[config.mk]
export PLATFORM = sky130hd
export DESIGN_NAME = imem_loader
export DESIGN_NICKNAME = d
export VERILOG_FILES = /design/src/rtl/rv32i_pkg.sv /design/src/rtl/imem_loader_cksum.sv /design/src/rtl/imem_loader.sv
export SDC_FILE = /design/constraint.sdc
export NUM_CORES = 1
export LEC_CHECK = 0
export BUFFER_PORTS_ARGS = -buffer_cell sky130_fd_sc_hd__buf_2
export CAP_MARGIN = 20
export CORE_MARGIN = 4
export CORE_UTILIZATION = 55
export CTS_BUF_LIST = sky130_fd_sc_hd__clkbuf_8
export DETAILED_ROUTE_END_ITERATION = 8
export GPL_TIMING_DRIVEN = 0
export HOLD_SLACK_MARGIN = 0.15
export PLACE_DENSITY = 0.82
export SYNTH_ARGS = -nofsm -noshare
export SYNTH_HDL_FRONTEND = slang
export SYNTH_HIERARCHICAL = 1
export SYNTH_SLANG_ARGS = --single-unit
[constraint.sdc]
create_clock -name clk -period 2.6 [get_ports clk]
set_input_delay 0.39 -clock clk [delete_from_list [all_inputs] [get_ports clk]]
set_output_delay 0.39 -clock clk [all_outputs]
set_load 0.05 [all_outputs]
[src/rtl/rv32i_pkg.sv]
// Shared RV32I core definitions used by the instruction-memory loader.
// Provides the memory address width, instruction byte count, loader
// FSM states and a length clamp helper.
package rv32i_pkg;

  localparam int DPW           = 7;
  localparam int BytesPerInstr = 4;

  typedef enum logic [1:0] {
    IDLE,
    LOAD,
    CHECK,
    DONE
  } loader_state_e;

  // Limit a requested instruction count to what fits in instruction memory.
  function automatic logic [DPW-1:0] clamp_instr(input logic [DPW-1:0] len,
                                                 input logic [DPW-1:0] max_instr);
    return (len > max_instr) ? max_instr : len;
  endfunction

endpackage

[src/rtl/imem_loader_cksum.sv]
// Running modulo-256 sum of accepted program bytes for the loader.
// Only instantiated when IMEM_LOADER_CHECKSUM_EN is defined.
module imem_loader_cksum (
  input  logic       clk,
  input  logic       rst_n,
  input  logic       clr_i,
  input  logic       add_i,
  input  logic [7:0] data_i,
  output logic [7:0] sum_o
);

  logic [7:0] sum_q;
  logic [7:0] sum_d;

  // Clear has priority so a new load never inherits a stale sum.
  always_comb begin
    sum_d = sum_q;
    if (clr_i) begin
      sum_d = '0;
    end else if (add_i) begin
      sum_d = sum_q + data_i;
    end
  end

  // Sum register.
  always_ff @(posedge clk or negedge rst_n) begin
    if (!rst_n) begin
      sum_q <= '0;
    end else begin
      sum_q <= sum_d;
    end
  end

  assign sum_o = sum_q;

endmodule

[src/rtl/imem_loader.sv]
// Byte-stream loader that writes a program into instruction memory from
// address 0 and stalls fetch while loading.
// Optional checksum byte after the program: define IMEM_LOADER_CHECKSUM_EN.
module imem_loader
  import rv32i_pkg::*;
#(
  parameter int ElemWidth = 8,
  parameter int Depth     = 120
) (
  input  logic                 clk,
  input  logic                 rst_n,
  input  logic                 start_i,
  input  logic [DPW-1:0]       len_i,
  input  logic                 byte_valid_i,
  input  logic [7:0]           byte_data_i,
  output logic                 byte_ready_o,
  output logic                 mem_we_o,
  output logic [DPW-1:0]       mem_addr_o,
  output logic [ElemWidth-1:0] mem_wdata_o,
  output logic                 busy_o,
  output logic                 done_o,
  output logic                 err_o,
  output logic [DPW-1:0]       word_cnt_o
);

  localparam logic [DPW-1:0] MaxInstr = DPW'(Depth / BytesPerInstr);

  loader_state_e        state_q, state_d;
  logic [DPW-1:0]       byte_cnt_q, byte_cnt_d;
  logic [DPW-1:0]       tot_q, tot_d;
  logic [DPW-1:0]       word_cnt_q, word_cnt_d;
  logic                 we_q, we_d;
  logic [DPW-1:0]       addr_q, addr_d;
  logic [ElemWidth-1:0] wdata_q, wdata_d;
  logic [DPW-1:0]       n_instr;
  logic                 ready;
  logic                 hs;

`ifdef IMEM_LOADER_CHECKSUM_EN
  logic       err_q, err_d;
  logic       cks_clr;
  logic       cks_add;
  logic [7:0] cks_sum;

  imem_loader_cksum u_cksum (
    .clk    (clk),
    .rst_n  (rst_n),
    .clr_i  (cks_clr),
    .add_i  (cks_add),
    .data_i (byte_data_i),
    .sum_o  (cks_sum)
  );
`endif

  assign n_instr = clamp_instr(len_i, MaxInstr);
  assign hs      = byte_valid_i & ready;

  // Next-state, datapath updates and state-decoded outputs.
  // DONE shares the start decision with IDLE so a restart needs no extra cycle.
  always_comb begin
    state_d    = state_q;
    byte_cnt_d = byte_cnt_q;
    tot_d      = tot_q;
    word_cnt_d = word_cnt_q;
    we_d       = 1'b0;
    addr_d     = addr_q;
    wdata_d    = wdata_q;
    ready      = 1'b0;
    busy_o     = 1'b0;
    done_o     = 1'b0;
`ifdef IMEM_LOADER_CHECKSUM_EN
    err_d   = err_q;
    cks_clr = 1'b0;
    cks_add = 1'b0;
`endif
    case (state_q)
      IDLE, DONE: begin
        done_o = (state_q == DONE);
        if (start_i) begin
          byte_cnt_d = '0;
          word_cnt_d = '0;
          tot_d      = {n_instr[DPW-3:0], 2'b00};
`ifdef IMEM_LOADER_CHECKSUM_EN
          err_d   = 1'b0;
          cks_clr = 1'b1;
          state_d = (n_instr == '0) ? CHECK : LOAD;
`else
          state_d = (n_instr == '0) ? DONE : LOAD;
`endif
        end
      end
      LOAD: begin
        busy_o = 1'b1;
        ready  = 1'b1;
        if (hs) begin
          we_d       = 1'b1;
          addr_d     = byte_cnt_q;
          wdata_d    = ElemWidth'(byte_data_i);
          byte_cnt_d = byte_cnt_q + DPW'(1);
          if (byte_cnt_q[1:0] == 2'b11) begin
            word_cnt_d = word_cnt_q + DPW'(1);
          end
`ifdef IMEM_LOADER_CHECKSUM_EN
          cks_add = 1'b1;
          if (byte_cnt_q == tot_q - DPW'(1)) state_d = CHECK;
`else
          if (byte_cnt_q == tot_q - DPW'(1)) state_d = DONE;
`endif
        end
      end
`ifdef IMEM_LOADER_CHECKSUM_EN
      CHECK: begin
        busy_o = 1'b1;
        ready  = 1'b1;
        if (hs) begin
          err_d   = (byte_data_i != cks_sum);
          state_d = DONE;
        end
      end
`endif
      default: state_d = IDLE;
    endcase
  end

  // State, counters and registered write port.
  always_ff @(posedge clk or negedge rst_n) begin
    if (!rst_n) begin
      state_q    <= IDLE;
      byte_cnt_q <= '0;
      tot_q      <= '0;
      word_cnt_q <= '0;
      we_q       <= 1'b0;
      addr_q     <= '0;
      wdata_q    <= '0;
    end else begin
      state_q    <= state_d;
      byte_cnt_q <= byte_cnt_d;
      tot_q      <= tot_d;
      word_cnt_q <= word_cnt_d;
      we_q       <= we_d;
      addr_q     <= addr_d;
      wdata_q    <= wdata_d;
    end
  end

`ifdef IMEM_LOADER_CHECKSUM_EN
  // Sticky checksum error flag, cleared on restart.
  always_ff @(posedge clk or negedge rst_n) begin
    if (!rst_n) begin
      err_q <= 1'b0;
    end else begin
      err_q <= err_d;
    end
  end
  assign err_o = err_q;
`else
  assign err_o = 1'b0;
`endif

  assign byte_ready_o = ready;
  assign mem_we_o     = we_q;
  assign mem_addr_o   = addr_q;
  assign mem_wdata_o  = wdata_q;
  assign word_cnt_o   = word_cnt_q;

endmodule

* Word level (Yosys, flattened, before mapping) *
Cells that the tools add are included.

cells by class
  reductions and logical operators = 9
  bitwise logic cells = 1
  $lt $le $gt $ge = 1
  muxes and demuxes = 16
  eq/ne operators = 8
  add/sub/neg operators = 3

operator list
  kind                                                                  number
  7-bit two-way mux                                                     5
  7-bit case mux with 2 select lines                                    2
  7-bit by 1-bit adder with 7-bit output, second input constant         2
  2-bit two-way mux                                                     4
  2-bit inequality test, second input constant                          4
  7-bit == test                                                         1
  7-bit by 5-bit > comparator with 1-bit output, second input constant  1
  7-bit zero test                                                       1
  7-bit by 1-bit subtractor with 7-bit output, second input constant    1
  3-bit AND reduction                                                   2
  2-bit == test, second input constant                                  2
  1-bit two-way mux                                                     4
  2-bit case mux with 2 select lines                                    1
  2-bit AND reduction                                                   2
  4-bit AND reduction                                                   1
  2-bit by 1-bit == test with 1-bit output, second input constant       1
  2-bit zero test                                                       1
  2-bit nonzero test                                                    1
  2-bit OR reduction                                                    1
  1-bit bitwise AND                                                     1

storage, ports and cells
  flip-flop bits (word level) = 37
  bits of input ports = 19
  output and inout bits = 27

* Depth between registers and ports, before layout *
  word-level depth = 6
  mapped depth = 8

* Worst setup path after synthesis *
Ideal clock, no wire load.

  path kind = register to register
  start = reg state_q[1]
  end = reg state_q[1]
  stages on the path, launching flop included = 9
  data required time = 2473 ps
  path slack = 491 ps
  path buffers = 1
  clock period less this slack = 2109 ps
  setup time = 127 ps
  arrival time = 1981 ps
  cell sequence = dfrtp_1 -> inv_1 -> ha_1 -> inv_1 -> o211ai_2 -> buf_2 -> nor3_1 -> a31oi_1 -> nand3_1

between the ends
  cells in the longest elaborated chain, start to end = 5
  elaborated cells on any way between the ends = 11

ends and longest elaborated chain
  what                                      line                source
  from (decl)                               imem_loader.sv:28   loader_state_e state_q, state_d;
  from (signal assigned)                    imem_loader.sv:136  state_q <= state_d;
  2-bit by 1-bit == test with 1-bit output  n/a
  1-bit two-way mux                         n/a
  named net busy_o                          imem_loader.sv:20   output logic busy_o,
  1-bit bitwise AND                         imem_loader.sv:56   assign hs = byte_valid_i & ready;
  2-bit inequality test (no source line)    n/a
  3-bit AND reduction (no source line)      n/a

The timed path passes the listed nets, and every way through them passes these cells.
A chain may end at the register's enable or synchronous reset.

* Final worst setup path *
  start = reg state_q[1]
  end = reg state_q[1]

between the ends
  cells in the longest elaborated chain, start to end = 5
  elaborated cells on any way between the ends = 11

ends and longest elaborated chain
  what                                      line               source
  2-bit by 1-bit == test with 1-bit output  imem_loader.sv:76  case (state_q)
  1-bit two-way mux                         imem_loader.sv:76
  1-bit bitwise AND                         imem_loader.sv:56
  2-bit inequality test (no source line)    n/a
  3-bit AND reduction (no source line)      n/a

Parallel ways exist; a longest one is shown, timed or not.

==> qor.yml <==
global_routing:
  groute.usage.overall_pct: 18.4
  antenna_found_initial: 0
  grt_max_degree: 38
  first_global_vias: 1391
  overflow: 0
  grt_pass1_wl_mm: 6.21
job:
  maxCapViolCount: 0
setup_path:
  slowest_delay_ns: 0.43
  cp_max_fo: 10
  crit_top_cell: "inv_1"
  critPathTopFamily: "buffers and inverters"
  required_ns: 2.77
  crit_arrival_ns: 2.21
  critical_path.slowest_cell: "dfrtp_1"
  crit_path_start_kind: "flip-flop"
  critPathBufInv: 3
  critPathKind: "reg -> reg"
  crit_path_end_kind: "flip-flop"
  path_cells: "inv_1, ha_1, inv_1, o211ai_2, buf_2, nor3_1, a31oi_1, nand3_1"
place:
  portBuffers: 44
  dp_hpwl_mm: 2.69
  dpl_cell_area_sq_um: 2140
  placedCellCount: 265
  place_congestion: 0.873
power:
  ir_drop_uv: 440
  p_total_mw: 2.53
  powerDensity_nw_per_um2: 1140
  p_leak_nw: 1.12
logic_synthesis:
  syn_inst: 177
  synth-edff-count: 0
  synth.avg_cell_area_sq_um: 10.6
  syn_area_sq_um: 1870
  synth-seq-cells: 37
  synth_seq_area_share_pct: 49.6
  dominantRegCellSynth: "dfrtp_1"
  synthesis.nets: 202
  yosys.area.top_type_share_pct: 49.6
  async_flop_share_pct: 100
  yosysMostFrequentCell: "dfrtp_1"
  ys_warn_count: 6
  synthTopCellsByCount: "dfrtp_1, mux2_2, nor2_1, nand2_1, o21ai_0"
  yosysUniqueCellTypes: 37
  synth_top_area_cell: "dfrtp_1"
  synthTopCellsByArea: "dfrtp_1, mux2_2, ha_1"
run_status:
  status: "complete, no violations"
routing:
  drc: 0
  post_drt_wl_per_cell_um: 13.5
  vias: 1505
  routed_via_density: 5.53
  ant_nets: 0
  drt_iter0_drc: 94
  wirelength_mm: 3.67
  drtPass1Iterations: 4
cts:
  cts-htree-levels: 2
  cts_tree: "yes"
  hold_buffers: 0
  clk_pin_slew_ns: 0.07
  cts_buffer_depth: 2
  postCtsSetupBuffers: 0
  clock_latency_ns: 0.29
  clockRootBuffer: "clkbuf_8"
  cts_resized: 0
  cts_made_buffers: 5
  clock-sinks: 37
timing:
  worstMarginPinSlew_ns: 0.790
  setup_tns_ns: 0
  hold_viol: 0
  fin_hold_ws_ns: 0.184
  slew_violations: 0
  period_needed_ns: 2.04
  setup_violations: 0
  final.period_utilization_pct: 78.3
  max-slew-margin-rel_pct: 47.3
  fin_skew_ns: 0.00693
  rsz0062_at_grt: "false"
  fmax_ghz: 0.491
die:
  die_w_um: 66.3
  rows: 20
  core_sq_um: 3150
  pin_count: 46
  die-area_sq_um: 4390
  die_h_um: 66.3
  start_util_pct: 59.2
worst_hold_path:
  min_path_type: "in -> async"
cells_and_area:
  finalNetCount: 253
  diodes: 0
  syn_to_final_growth_pct: 19.4
  instances_no_fill: 272
  fin_area_sq_um: 2230
  layout-drive-gt1-share_pct: 32.9
[routing by layer]
metal  global-route usage, %  up-vias  part of all wire (%)
li1                        -      729                     -
met1                    22.8      719                    43
met2                    31.0       50                    48
met3                    4.25        7                   7.1
met4                    7.11        0                   1.6
met5                       0        -                     0
[final timing paths]
kind	end	from	slack [ns]	depth (start not counted)
worst max-delay path	state_q[1]	state_q[1]	0.56	8
worst min-delay path	mem_addr_o[5]	rst_n	0.18	1
worst max register to register	state_q[1]	state_q[1]	0.56	8
worst min register to register	mem_wdata_o[4]	mem_wdata_o[4]	0.50	1
max in group asynchronous	byte_cnt_q[4]	rst_n	1.92	1
min in group clk	mem_wdata_o[3]	byte_data_i[3]	0.33	2
[final cells by class]
class | count | area [sq um]
sequential | 37 | 926
fill | 250 | 923
multi-input combinational | 124 | 868
timing repair buffer | 44 | 220
clock buffer | 6 | 82.6
tap | 44 | 55.1
buffer | 9 | 47.5
inverter | 7 | 26.3
clock inverter | 1 | 3.75
[worst reg2reg max path, stage by stage, from the launching register on]
cell and delay, ns:
dfrtp_1 0.43, inv_1 0.09, ha_1 0.32, inv_1 0.22, o211ai_2 0.27, buf_2 0.25
nor3_1 0.07, a31oi_1 0.17, nand3_1 0.10
[power breakdown]
group	total [mW]	internal [mW]	switching, mW
Clock	0.395	0.206	0.189
Sequential	0.828	0.725	0.103
Combinational	1.31	0.411	0.897
Total	2.53	1.34	1.19
[per-stage QoR]
step           setup slack [ns]  utilization (%)
2_1_floorplan             0.491                -
3_3_place_gp              0.617             68.0
3_5_place_dp              0.598             68.0
4_1_cts                   0.573             70.7
5_1_grt                   0.385             70.7
6_report                  0.563             70.7
[cell families after synthesis]
| logic type | Yosys count | synth area share [%] |
|---|---|---|
| other | 1 | 0.201 |
| adders and majority gates | 6 | 4.02 |
| and+or+nand+nor | 58 | 15.4 |
| AOI/OAI and AO/OA | 31 | 11.5 |
| buffers and inverters | 16 | 3.95 |
| muxes | 18 | 10.6 |
| DFF | 37 | 49.6 |
| xor gates and xnor gates | 10 | 4.69 |
[cells in the final DEF, fill, tap and decap left out, drive strengths merged, types with 2 or more instances in the layout]
cell type	synthesis	routed
a31oi	6	6
o21ai	10	10
buf	6	50
and2	2	2
nor2	15	15
nand2	14	14
and3	3	3
o31ai	3	3
ha	6	6
xnor2	2	2
o211ai	2	2
nor3	3	3
nand2b	3	3
nand3	7	7
nand4	6	6
mux2	15	15
o22a	3	3
dfrtp	37	37
xor2	8	8
mux2i	3	3
nor2b	2	2
clkbuf	3	9
inv	7	8
[state kept, by name, indices dropped and copies added, names as in the netlist]
signal,cells
byte_cnt_q,7
word_cnt_o,7
mem_we_o,1
mem_wdata_o,8
state_q,2
tot_q,5
mem_addr_o,7
Note: power is estimated with default switching activity, not from simulation.
